--- src/rtl/avalon_vector_master_if.sv ---
// Avalon-MM command/response bundle between the vector master and one dpRam slave port.
// Latency: pure wiring, no registers.
// Backpressure: the slave stalls the master by raising waitrequest.
interface avalon_vector_master_if #(
    parameter int ADDR_WIDTH = 5
);
    logic                  read;
    logic                  write;
    logic [ADDR_WIDTH-1:0] address;
    logic [31:0]           writedata;
    logic [31:0]           readdata;
    logic                  waitrequest;

    modport master (
        output read, write, address, writedata,
        input  readdata, waitrequest
    );

    modport slave (
        input  read, write, address, writedata,
        output readdata, waitrequest
    );
endinterface

--- src/rtl/avalon_vector_master.sv ---
// Avalon-MM initiator: fills a RAM window with LFSR words, or reads it back, counting mismatches and folding a checksum.
// Latency: first command the cycle after start; reads pipelined with a fixed READ_LATENCY return path.
// Backpressure: commands are held stable while waitrequest=1; WAITREQUEST_TIMEOUT_EN adds a 255-cycle stall abort.
module avalon_vector_master #(
    parameter int          ADDR_WIDTH   = 5,
    parameter int          READ_LATENCY = 1,
    parameter logic [31:0] SEED         = 32'h00000001
) (
    input  logic                   avalon_clk,
    input  logic                   resetn,
    input  logic                   start,
    input  logic                   mode,
    input  logic [ADDR_WIDTH-1:0]  base,
    input  logic [ADDR_WIDTH:0]    count,
    output logic                   busy,
    output logic                   done,
    output logic [ADDR_WIDTH:0]    error_count,
    output logic [31:0]            checksum,
    output logic                   timeout,
    avalon_vector_master_if.master av
);

    localparam logic [31:0]         SEED_EFF = (SEED == 32'd0) ? 32'h00000001 : SEED;
    localparam logic [31:0]         POLY     = 32'h80200003;
    localparam logic [ADDR_WIDTH:0] IDX_ONE  = {{ADDR_WIDTH{1'b0}}, 1'b1};
    localparam logic [ADDR_WIDTH:0] ERR_MAX  = '1;

    typedef enum logic [2:0] {S_IDLE, S_WRITE, S_READ, S_DRAIN, S_DONE} state_e;

    function automatic logic [31:0] lfsr_next(input logic [31:0] l);
        return (l >> 1) ^ (l[0] ? POLY : 32'd0);
    endfunction

    state_e                  state_q, state_d;
    logic [ADDR_WIDTH-1:0]   base_q, base_d;
    logic [ADDR_WIDTH:0]     cnt_q, cnt_d;
    logic [ADDR_WIDTH:0]     idx_q, idx_d;
    logic [ADDR_WIDTH:0]     err_q, err_d;
    logic [31:0]             lfsr_q, lfsr_d;
    logic [31:0]             cs_q, cs_d;
    logic [READ_LATENCY-1:0] vld_sr_q, vld_sr_d;

    logic start_ok;
    logic cmd_vld;
    logic accept;
    logic last_cmd;
    logic capture;
    logic abort;

    assign start_ok = (state_q == S_IDLE) && start;
    assign cmd_vld  = (state_q == S_WRITE) || (state_q == S_READ);
    assign accept   = cmd_vld && !av.waitrequest;
    assign last_cmd = (idx_q + IDX_ONE) == cnt_q;
    // The top bit of the valid pipe marks the cycle readdata belongs to an accepted read.
    assign capture  = vld_sr_q[READ_LATENCY-1];

`ifdef WAITREQUEST_TIMEOUT_EN
    logic [7:0] to_cnt_q, to_cnt_d;
    logic       timeout_q, timeout_d;
    logic       stall;

    assign stall = cmd_vld && av.waitrequest;
    // The 255th consecutive stalled cycle drops the command.
    assign abort = stall && (to_cnt_q == 8'd254);

    always_comb begin
        to_cnt_d  = 8'd0;
        timeout_d = timeout_q;
        if (stall)    to_cnt_d  = to_cnt_q + 8'd1;
        if (start_ok) timeout_d = 1'b0;
        if (abort)    timeout_d = 1'b1;
    end

    always_ff @(posedge avalon_clk or negedge resetn) begin
        if (!resetn) begin
            to_cnt_q  <= 8'd0;
            timeout_q <= 1'b0;
        end else begin
            to_cnt_q  <= to_cnt_d;
            timeout_q <= timeout_d;
        end
    end

    assign timeout = timeout_q;
`else
    assign abort   = 1'b0;
    assign timeout = 1'b0;
`endif

    always_ff @(posedge avalon_clk or negedge resetn) begin
        if (!resetn) state_q <= S_IDLE;
        else         state_q <= state_d;
    end

    always_comb begin
        state_d = state_q;
        case (state_q)
            S_IDLE: begin
                if (start) begin
                    if (count == '0) state_d = S_DONE;
                    else if (mode)   state_d = S_READ;
                    else             state_d = S_WRITE;
                end
            end
            S_WRITE: begin
                if (abort)                    state_d = S_DONE;
                else if (accept && last_cmd)  state_d = S_DONE;
            end
            S_READ: begin
                if (abort)                    state_d = S_DONE;
                else if (accept && last_cmd)  state_d = S_DRAIN;
            end
            S_DRAIN: begin
                if (vld_sr_q == '0) state_d = S_DONE;
            end
            S_DONE:  state_d = S_IDLE;
            default: state_d = S_IDLE;
        endcase
    end

    always_comb begin
        busy         = 1'b0;
        done         = 1'b0;
        av.read      = 1'b0;
        av.write     = 1'b0;
        av.address   = '0;
        av.writedata = 32'd0;
        case (state_q)
            S_WRITE: begin
                busy         = 1'b1;
                av.write     = 1'b1;
                av.address   = base_q + idx_q[ADDR_WIDTH-1:0];
                av.writedata = lfsr_q;
            end
            S_READ: begin
                busy       = 1'b1;
                av.read    = 1'b1;
                av.address = base_q + idx_q[ADDR_WIDTH-1:0];
            end
            S_DRAIN: busy = 1'b1;
            S_DONE:  done = 1'b1;
            default: ;
        endcase
    end

    always_comb begin
        base_d      = base_q;
        cnt_d       = cnt_q;
        idx_d       = idx_q;
        lfsr_d      = lfsr_q;
        err_d       = err_q;
        cs_d        = cs_q;
        vld_sr_d    = vld_sr_q << 1;
        vld_sr_d[0] = accept && (state_q == S_READ);

        if (start_ok) begin
            base_d = base;
            cnt_d  = count;
            idx_d  = '0;
            lfsr_d = SEED_EFF;
            err_d  = '0;
            cs_d   = 32'd0;
        end

        if (accept) idx_d = idx_q + IDX_ONE;
        if (accept && (state_q == S_WRITE)) lfsr_d = lfsr_next(lfsr_q);

        // In verify mode the LFSR tracks returned data, not issued addresses.
        if (capture) begin
            lfsr_d = lfsr_next(lfsr_q);
            if ((av.readdata != lfsr_q) && (err_q != ERR_MAX)) err_d = err_q + IDX_ONE;
            cs_d = {cs_q[30:0], cs_q[31]} ^ av.readdata;
        end

        if (abort) vld_sr_d = '0;
    end

    always_ff @(posedge avalon_clk or negedge resetn) begin
        if (!resetn) begin
            base_q   <= '0;
            cnt_q    <= '0;
            idx_q    <= '0;
            lfsr_q   <= SEED_EFF;
            err_q    <= '0;
            cs_q     <= 32'd0;
            vld_sr_q <= '0;
        end else begin
            base_q   <= base_d;
            cnt_q    <= cnt_d;
            idx_q    <= idx_d;
            lfsr_q   <= lfsr_d;
            err_q    <= err_d;
            cs_q     <= cs_d;
            vld_sr_q <= vld_sr_d;
        end
    end

    assign error_count = err_q;
    assign checksum    = cs_q;

endmodule
--- src/flat_wrapper.sv ---
// flat-port wrapper written by rule: the top's interface ports become plain ports
module avalon_vector_master_flat 
#(
    parameter int          ADDR_WIDTH   = 5,
    parameter int          READ_LATENCY = 1,
    parameter logic [31:0] SEED         = 32'h00000001
)
  (avalon_clk, resetn, start, mode, base, count, busy, done, error_count, checksum, timeout, av_read, av_write, av_address, av_writedata, av_readdata, av_waitrequest);
  avalon_vector_master_if #(.ADDR_WIDTH(ADDR_WIDTH)) av_i ();
  input  logic avalon_clk;
  input  logic resetn;
  input  logic start;
  input  logic mode;
  input  logic [ADDR_WIDTH-1:0] base;
  input  logic [ADDR_WIDTH:0] count;
  output logic busy;
  output logic done;
  output logic [ADDR_WIDTH:0] error_count;
  output logic [31:0] checksum;
  output logic timeout;
  output wire logic [$bits(av_i.read)-1:0] av_read;
  output wire logic [$bits(av_i.write)-1:0] av_write;
  output wire logic [$bits(av_i.address)-1:0] av_address;
  output wire logic [$bits(av_i.writedata)-1:0] av_writedata;
  input wire logic [$bits(av_i.readdata)-1:0] av_readdata;
  input wire logic [$bits(av_i.waitrequest)-1:0] av_waitrequest;
  assign av_read = av_i.read;
  assign av_write = av_i.write;
  assign av_address = av_i.address;
  assign av_writedata = av_i.writedata;
  assign av_i.readdata = av_readdata;
  assign av_i.waitrequest = av_waitrequest;
  avalon_vector_master #(.ADDR_WIDTH(ADDR_WIDTH), .READ_LATENCY(READ_LATENCY), .SEED(SEED)) u_core (.avalon_clk(avalon_clk), .resetn(resetn), .start(start), .mode(mode), .base(base), .count(count), .busy(busy), .done(done), .error_count(error_count), .checksum(checksum), .timeout(timeout), .av(av_i));
endmodule
--- config.mk ---
export PLATFORM = sky130hd
export DESIGN_NAME = avalon_vector_master_flat
export DESIGN_NICKNAME = d
export VERILOG_FILES = /design/src/rtl/avalon_vector_master_if.sv /design/src/rtl/avalon_vector_master.sv /design/src/flat_wrapper.sv
export SDC_FILE = /design/constraint.sdc
export NUM_CORES = 1
export LEC_CHECK = 0
export BUFFER_PORTS_ARGS = -buffer_cell sky130_fd_sc_hd__buf_4
export CAP_MARGIN = 20
export CORE_MARGIN = 3
export CORE_UTILIZATION = 55
export CTS_BUF_LIST = sky130_fd_sc_hd__clkbuf_2 sky130_fd_sc_hd__clkbuf_4 sky130_fd_sc_hd__clkbuf_8
export CTS_CLUSTER_SIZE = 14
export DETAILED_ROUTE_END_ITERATION = 16
export PLACE_DENSITY = 0.8
export SYNTH_ARGS = -nofsm -noshare
export SYNTH_HDL_FRONTEND = slang
export SYNTH_SLANG_ARGS = --single-unit
--- constraint.sdc ---
create_clock -name avalon_clk -period 4.1 [get_ports avalon_clk]
set_input_delay 0.41 -clock avalon_clk [delete_from_list [all_inputs] [get_ports avalon_clk]]
set_output_delay 0.41 -clock avalon_clk [all_outputs]
set_load 0.005 [all_outputs]
==> results.md, run 1 <==
* Slew Limit Fails at 0
* DRT iter0 DRCs at 266
* Worst-Skew Late Latency at about 0.35 ns
* CP max-delay cell: dfrtp_1
* Dominant cells by area after synthesis: dfrtp_1 44%, nand2_1 10%, xnor2_1 7.1%
* Post-Syn Area at 5060 um^2
* Commonest cells in the synthesized netlist: 135 x nand2_1, 90 x dfrtp_1, 50 x o21ai_0
* Chip height at 102 um
* Worst-margin pin slew at 1.05 ns
* Area share of the largest cell type after synthesis at 44.5%
* Pleak at 0.00305 uW
* Die Area at 10400 um^2
* Worst path cell trace: ha_1 -> inv_1 -> fa_1 -> inv_1 -> a21o_1 -> a21oi_1 -> xnor2_1 -> nor2_1 -> buf_4
* Final period util at 63.8%
* DRC at 0
* Drt first pass iters at 4
* Delay-heaviest family, CP: adder cells
* Synth unique cells at 42
* Average footprint of a synthesized cell at slightly below 9 um^2
* Post-Syn Nets at 625
* Total power at ~3600 uW
* Synth Instances at 570
* Vias in the first global route at 4041
* Post-DP HPWL at around 9100 um
* RR Startpoint: u_core.error_count[0]
* WL final at 12800 um
* Worst Skew at 0.0104 ns
* EDFF count, synth at 0
* Dpl ws at roughly 1.9 ns
* Clock sink total at 91
* Root Buffer: clkbuf_8
* Initial antenna violation count at 0
* Post-cts hold buffer count at 0
* Final setup violation count at 0
* Max-cap violations at 0
* Clk pin slew, worst setup/hold paths at 0.10 ns
* Power per cell area at roughly 580 nW/um^2
* CTS tree: built
* IO Port Bufs at roughly 130
* ANT nets after route at 0
* Crit Path Category: reg2out
* WHS at 0.116 ns
* H-tree Lvls at 3
* Hold/Removal Path Class: in2async
* Worst EP required at 3.69 ns
* Global placement routability congestion at 0.782
* Reg2reg end: u_core.error_count[3]
* Syn. warnings at 0
* Crit path largest cell delay at between 0.5 and 0.6 ns
* Total global-route track usage at 24.7%
* Drt via density at about 5.5
* Critical Path AT at roughly 2.2 ns
* IO Pins at 128
* FP Rows at 34
* Final Hold Fails at 0
* RSZ-0062 raised after global routing: no
* Crit path top cell by count: inv_1
* Largest fanout on the critical path at 8
* Fillcell total at 684
* Asr flop ratio synth at 100%
* Setup TNS Final at 0 ns
* Diodes inserted at 0
* Worst Setup End Kind: output port
* CP bufs+invs at 3
* CTS buffer count at 9
* First-pass GRT wire length at 20200 um
* Top-count cell post-synth: nand2_1
* Final min period at 2.61 ns
* R2R Setup Slk at 1.87 ns
* Core area at 8850 um^2
* # resized after CTS at 0
* Total gr overflow at 0
* Fmax at 383 MHz
* CTS max path bufs at 2
* Relative slew slack at 30.0%
* Vias at approximately 4300
* Layout cells sized above 1 at between 20% and 30%
* Die X at 102 um
* Leading area contributor after synthesis: dfrtp_1
* Worst vdd ir at around 0.27 mV
* Largest net degree at the start of global routing at a little over 60
* Nets@finish at 732
* Top_reg_cell synth: dfrtp_1
* FF+latch count, synth at 91
* Sequential cell area fraction in the yosys report at 45.0%
* Post-CTS setup buffer count at 0
* Worst Slack Setup Final at 1.49 ns
* R2r worst-path depth at 6
* Initial core utilization at 57.2%
* Non-filler cells in the finished layout at 790
* Wire per inst at 16.1 um
* Area Overhead vs Synth at 23.5%
* Worst Setup Start Kind: flip-flop
* Dpl cells at 774
* Status: completed
==> state kept, by name, summed over array words and instances, names as in the netlist <==
register,flops
u_core.base_q,5
u_core.capture,1
u_core.checksum,32
u_core.cnt_q,6
u_core.error_count,6
u_core.idx_q,6
u_core.lfsr_q,32
u_core.state_q,3
==> kinds of logic (layout without fill, tap and decap cells) <==
kind of cell | count (synthesis) | in the layout | share of synthesized area [%]
xor+xnor | 77 | 77 | 13.3
buf+inv | 46 | 158 | 3.81
compound gates | 71 | 71 | 7.83
other cells | 1 | 1 | 0.0741
flops | 91 | 91 | 45.0
fa+ha+maj | 7 | 7 | 1.88
simple gates | 256 | 256 | 23.6
mux | 21 | 21 | 4.45
==> stage by stage <==
step | utilization [%] | cell area (um^2)
finish | 70.6 | 6250
global route | 70.6 | 6250
CTS | 70.6 | 6250
detailed placement | 68.3 | 6050
global placement | 68.3 | 6050
floorplan | - | 5060
==> cell type report <==
type	instances	area [um^2]	share of cell area, %
Timing Repair Buffer	132	991	15.9
Sequential cell	91	2280	36.5
Clock buffer	10	138	2.20
Multi-Input combinational cell	433	2600	41.7
Tap cell	108	135	2.16
Clock inverter	6	65.1	1.04
Inverter	10	37.5	0.601
==> per-layer routing <==
layer  part of all wire [%]  global-route usage [%]
met1                     45                    36.1
met2                     47                    38.1
met3                    6.4                    4.78
met4                    1.2                    6.46
met5                      0                       0
==> worst max-delay path by stage <==
| stage | depth (start not counted) | from | endpoint |
|---|---|---|---|
| final | 9 | u_core.idx_q[0] | av_address[4] |
| after global placement | 9 | u_core.idx_q[0] | av_address[4] |
| after floorplan | 8 | u_core.idx_q[0] | av_address[4] |
| after detailed placement | 9 | u_core.idx_q[0] | av_address[4] |
| after CTS | 9 | u_core.idx_q[0] | av_address[4] |
| after global routing | 9 | u_core.idx_q[0] | av_address[4] |
==> cells in the final DEF, fill, tap and decap left out, drive strengths merged, types with 5 or more instances in the layout <==
master | synthesis | routed
a21oi | 6 | 6
and2 | 35 | 35
buf | 11 | 132
clkbuf | 25 | 10
dfrtp | 90 | 90
ha | 6 | 6
inv | 10 | 10
mux2 | 12 | 12
mux2i | 9 | 9
nand2 | 135 | 135
nand2b | 5 | 5
nand3 | 41 | 41
nand4 | 13 | 13
nor2 | 13 | 13
o21ai | 50 | 50
xnor2 | 41 | 41
xor2 | 36 | 36
==> where the power goes <==
group          leakage (uW)  internal, uW  total [uW]  switching [uW]
Combinational       0.00175           729        1510             782
Clock             0.0000905           297         626             329
Sequential          0.00121          1160        1490             326
Power figures use the tool's default switching activity.
==> run 2: changes to the inputs <==
Clock period 4.1 ns to 2.5 ns, I/O delays scaled along.
==> run 2 against run 1 <==
Compared with the run above:
- clock power rose by 47%
- register-to-register slack got worse by 1.6 ns
- total power rose by 63%
- first-iteration DRC count fell by 33%
- design area rose by 0.46%
- final cell count rose by 0.63%
- global-route usage rose by 0.56 points
- wire length rose by 0.83%
- count of clock-buffer cells in the layout rose by 1
- setup slack got worse by 1.3 ns
- critical endpoint unchanged
- largest power group unchanged
- highest routed layer unchanged
==> results.md, run 2 (synthesized netlist as in run 1, its figures left out) <==
* Status: completed
* Critical Path AT at 2.11 ns
* Final min period at ~2.4 ns
* Post-CTS setup buffer count at 0
* Initial antenna violation count at 0
* DRT iter0 DRCs at 178
* Worst Setup Start Kind: flip-flop
* Core area at slightly below 9000 um^2
* Worst vdd ir at 0.545 mV
* Most common cell after layout, fill and taps aside: buf_4
* Final setup violation count at 0
* Drt via density at 5.43
* Reg2reg end: u_core.error_count[4]
* R2R Setup Slk at 0.29 ns
* ANT nets after route at 0
* Worst Setup End Kind: output port
* RR Startpoint: u_core.error_count[0]
* RSZ-0062 raised after global routing: no
* CTS max path bufs at 2
* Max-cap violations at 0
* Worst Min Path Start: base[4]
* Drt first pass iters at 5
* Power per cell area at 942 nW/um^2
* Met3 wire len at 863 um
* Commonest non-fill, non-tap cells in the layout: 135 x buf_4, 134 x nand2_1, 88 x dfrtp_1
* Total power at 5910 uW
* Delay-heaviest family, CP: adder cells
* Chip height at ~100 um
* Relative slew slack at between 30% and 40%
* Global placement routability congestion at 0.828
* IO Pins at between 100 and 150
* Clk pin slew, worst setup/hold paths at 0.08 ns
* Setup TNS Final at 0 ns
* Wire per inst at 16.2 um
* Final Hold Fails at 0
* CTS buffer count at 9
* Worst-Skew Late Latency at 0.37 ns
* Crit path top cell by count: inv_1
* R2r worst-path depth at 6
* FP Rows at 34
* Layout cells sized above 1 at 25.3%
* Post-DP HPWL at 9340 um
* Hold depth at 2
* Die Area at 10400 um^2
* Worst path cell trace: ha_1 -> inv_1 -> fa_1 -> inv_1 -> a21o_1 -> a21oi_1 -> xnor2_1 -> nor2_1 -> buf_4
* Met2 routed WL at 6120 um
* IO Port Bufs at 126
* Vias at 4313
* WHS at approximately 0.13 ns
* First-pass GRT wire length at 20600 um
* Vias in the first global route at 4135
* Hold/Removal Path Class: in2reg
* Worst Skew at 0.0138 ns
* DRC at 0
* CP bufs+invs at 3
* Die X at 102 um
* Worst EP required at 2.25 ns
* Slew Limit Fails at 0
* Nets@finish at 737
* Worst-margin pin slew at around 0.98 ns
* Hold worst-path end: u_core.base_q[4]
* Total global-route track usage at 25.3%
* Wl on met1 at 5660 um
* H-tree Lvls at 3
* Final period util at 94.6%
* Fmax at 423 MHz
* CP max-delay cell: fa_1
* Total gr overflow at 0
* Crit Path Category: reg2out
* Largest net degree at the start of global routing at 69
* WL final at 12900 um
* Area Overhead vs Synth at 24.0%
* CTS tree: built
* Clock sink total at 91
* Root Buffer: clkbuf_8
* DR top layer: met4
* Pleak at 0.00307 uW
* Initial core utilization at 57.2%
* Diodes inserted at 0
* Largest fanout on the critical path at 8
* Crit path largest cell delay at about 0.46 ns
[run 2: cell count changes in the layout (fill, tap and decap cells not counted)]
| cell | change |
|---|---|
| clkinv_2 | -1 |
| dlygate4sd3_1 | +1 |
| buf_4 | +3 |
| dfrtp_2 | +1 |
| clkbuf_8 | -1 |
| bufinv_16 | -1 |
| buf_12 | +1 |
| clkbuf_4 | +2 |
| inv_6 | +1 |
| dfrtp_1 | -1 |
[run 2: final cells by class]
type                    instances  area [um^2]
inverters                      10         37.5
well taps                     108          135
clock buffers                  11          139
flip-flops and latches         91         2280
fillers                       680         2570
repair buffers                137         1040
multi-input cells             433         2600
clock inverters                 5         38.8
[run 2: layer usage]
layer	global-route usage (%)	vias up
li1	-	2098
met1	35.4	2061
met2	39.7	136
met3	5.05	18
met4	8.48	0
met5	0	-
[run 2: report_power, final]
group / leakage (uW) / switching, uW / internal (uW)
sequential: 0.00121 / 496 / 1910
combinational: 0.00178 / 1340 / 1250
clock: 0.0000790 / 531 / 387
[run 2: how the worst max path moves through the flow]
| stage | end | startpoint | depth (start not counted) |
|---|---|---|---|
| 2_1_floorplan | u_core.state_q[0] | u_core.state_q[1] | 8 |
| 3_3_place_gp | u_core.state_q[0] | u_core.state_q[0] | 6 |
| 3_5_place_dp | u_core.state_q[0] | u_core.state_q[0] | 6 |
| 4_1_cts | av_address[4] | u_core.idx_q[0] | 9 |
| 5_1_grt | av_address[4] | u_core.idx_q[0] | 9 |
| 6_report | av_address[4] | u_core.idx_q[0] | 9 |
[run 2: stage by stage]
step / utilization, % / cells / cell area (um^2) / worst slack, ns
3_3_place_gp: 68.8 / 778 / 6090 / 0.460
6_report: 71.0 / 795 / 6280 / 0.136
3_5_place_dp: 68.8 / 778 / 6090 / 0.347
2_1_floorplan: - / 570 / 5060 / 0.643
4_1_cts: 70.9 / 795 / 6280 / 0.0274
5_1_grt: 71.0 / 795 / 6280 / 0.00993
[run 2: what timing repair did]
action | 4_1_cts | 5_1_grt
hold buffers | 1 | 0
setup endpoints to repair | 0 | 1
gates resized for setup | 0 | 1
hold endpoints to repair | 54 | 0
==> run 3: changes to the inputs <==
Settings changed: GPL_TIMING_DRIVEN from default to 0.
==> run 3 against run 2 <==
Compared with the run above:
- core utilization grew 1.6 points
- critical endpoint is now u_core.error_count[3]
- clock power rose by 22%
- setup slack improved by 0.016 ns
- wire length grew 4.8%
- clock skew fell by 0.0019 ns
- design area increased by 2.2%
==> results.md, run 3 (synthesized netlist as in run 1, its figures left out) <==
* Largest net degree at the start of global routing at 63
* Worst vdd ir at 0.434 mV
* Worst-Skew Late Latency at 0.36 ns
* Largest fanout on the critical path at 10
* Total power at 6190 uW
* IO Pins at approximately 130
* ANT nets after route at 0
* CP Capture Point: u_core.error_count[3]
* Relative slew slack at 54.0%
* Switching power at ~2400 uW
* Worst Setup End Kind: flip-flop
* Chip height at 102 um
* Sequential Power Share at 37.5%
* Worst Skew at 0.0118 ns
* Root Buffer: clkbuf_8
* Total global-route track usage at roughly a quarter
* WL final at 13500 um
* Met2 routed WL at between 6000 and 7000 um
* Hold/Removal Path Class: in2reg
* Worst path cell trace: buf_2 -> xnor2_1 -> nand4_1 -> nor4_1 -> a21oi_1 -> clkbuf_1 -> mux2i_1 -> mux2i_1
* P_int at 3770 uW
* First-pass GRT wire length at 21400 um
* Worst EP required at 2.78 ns
* Power per cell area at between 900 and 1000 nW/um^2
* Met3 wire len at 1060 um
* Area Overhead vs Synth at 26.7%
* H-tree Lvls at 3
* Crit Path Category: reg2reg
* Reg2reg end: u_core.error_count[3]
* Wire per inst at roughly 16 um
* Total gr overflow at 0
* Combinational power share at 44.5%
* R2R Setup Slk at 0.15 ns
* FP Rows at 34
* Status: completed
* Crit path top cell by count: mux2i_1
* Initial antenna violation count at 0
* Nets@finish at 765
* Max-cap violations at 0
* Layout cells sized above 1 at 23.7%
* Die Area at 10400 um^2
* Crit path largest cell delay at 0.52 ns
* RSZ-0062 raised after global routing: no
* Final min period at 2.35 ns
* CTS tree: built
* Die X at 102 um
* Power share of the clock group at 18.0%
* Final Hold Fails at 0
* Vias at 4553
* Drt first pass iters at 5
* Initial core utilization at a little under three fifths
* Multi-input gate area at 2600 um^2
* Worst Setup Start Kind: flip-flop
* Wl on met1 at 5820 um
* CTS max path bufs at 2
* Most common cell after layout, fill and taps aside: nand2_1
* DR top layer: met4
* RR Startpoint: u_core.lfsr_q[0]
* DRT iter0 DRCs at 225
* Crit path depth at 8
* Commonest non-fill, non-tap cells in the layout: 135 x nand2_1, 129 x buf_4, 89 x dfrtp_1
* Setup crit start: u_core.lfsr_q[0]
* R2r worst-path depth at 8
* Diodes inserted at 0
* Fillcell total at 674
* Worst-margin pin slew at 0.690 ns
* CTS buffer count at 9
* Core area at 8850 um^2
* Clk pin slew, worst setup/hold paths at 0.09 ns
* CP bufs+invs at 2
* Register area at 2280 um^2
* Post-DP HPWL at approximately 10000 um
* Sw Share at 39.0%
* DRC at 0
* IO Port Bufs at 126
* Slew Limit Fails at 0
* Critical Path AT at roughly 2.6 ns
* Drt via density at 5.54
* DP Area at 6170 um^2
* Fmax at 426 MHz
* Setup TNS Final at 0 ns
* Clock sink total at 91
* Delay-heaviest family, CP: simple AND/OR/NAND/NOR gates
* Final setup violation count at 0
* Global placement routability congestion at approximately 0.84
* Pleak at 0.00312 uW
* Vias in the first global route at 4328
* Fin area at 6420 um^2
* Final period util at a little over nine tenths
* CP max-delay cell: dfstp_2
==> run 3: cell types whose count changed in the layout (fill, tap and decap cells not counted), moves of 2 or more <==
cell        delta
buf_1          +4
buf_2          +4
buf_4          -6
bufinv_16      +2
clkbuf_1      +25
clkinvlp_4     -2
==> run 3: worst min path at each step <==
stage | to | cells after the start | start | slack (ns)
2_1_floorplan | u_core.base_q[0] | 0 | resetn | -0.05
6_report | u_core.base_q[0] | 2 | base[0] | 0.13
5_1_grt | u_core.cnt_q[2] | 2 | count[2] | 0.12
3_5_place_dp | u_core.checksum[7] | 1 | resetn | 0.21
3_3_place_gp | u_core.base_q[3] | 2 | base[3] | 0.49
4_1_cts | u_core.base_q[0] | 2 | base[0] | 0.11
==> run 3: timing repair <==
action | 4_1_cts | 5_1_grt
gates resized for setup | 1 | 1
hold buffers | 1 | 0
endpoints found under the hold margin | 29 | 0
gates cloned | 0 | 0
setup endpoints to repair | 1 | 27
pin swaps | 0 | 0
setup buffers | 0 | 1
==> run 3: worst register-to-register path, delay by kind of cell, from the launching register on <==
family,cells,cell delay (ns)
buffers and inverters,2,0.48
XOR/XNOR,1,0.14
multiplexers,2,0.39
AO/OA/AOI/OAI,1,0.18
AND/OR/NAND/NOR,2,0.56
flip-flops,1,0.52
==> run 3: routing by layer <==
metal / vias up / global-route usage, %
met2: 184 / 42.1
li1: 2161 / -
met3: 19 / 5.73
met5: - / 0
met4: 0 / 9.38
met1: 2189 / 36.1
==> run 3: power groups by stage <==
| stage | Combinational [uW] | Sequential [uW] | Clock [uW] |
|---|---|---|---|
| finish | 2750 | 2320 | 1120 |
| floorplan | 1620 | 2270 | 0 |
| CTS | 2720 | 2320 | 1130 |
| global placement | 2610 | 2320 | 0 |
| detailed placement | 2710 | 2350 | 0 |
| global route | 3060 | 2370 | 1190 |
==> run 3: area by class of cell <==
type                    count  area share (%)
well taps                 108            2.11
clock inverters             4            1.17
repair buffers            129            15.4
clock buffers              11            2.26
inverters                  10           0.585
flip-flops and latches     91            35.5
multi-input cells         433            40.5
plain buffers              36            2.42
==> run 3: through the flow <==
stage          hold slack, ns  worst slack (ns)  util [%]  std cells
2_1_floorplan         -0.0456             0.643         -        570
3_3_place_gp            0.486             0.345      69.4        804
3_5_place_dp            0.213             0.281      69.7        805
4_1_cts                 0.112            0.0109      72.4        821
5_1_grt                 0.116            0.0796      72.5        822
6_report                0.129             0.151      72.5        822
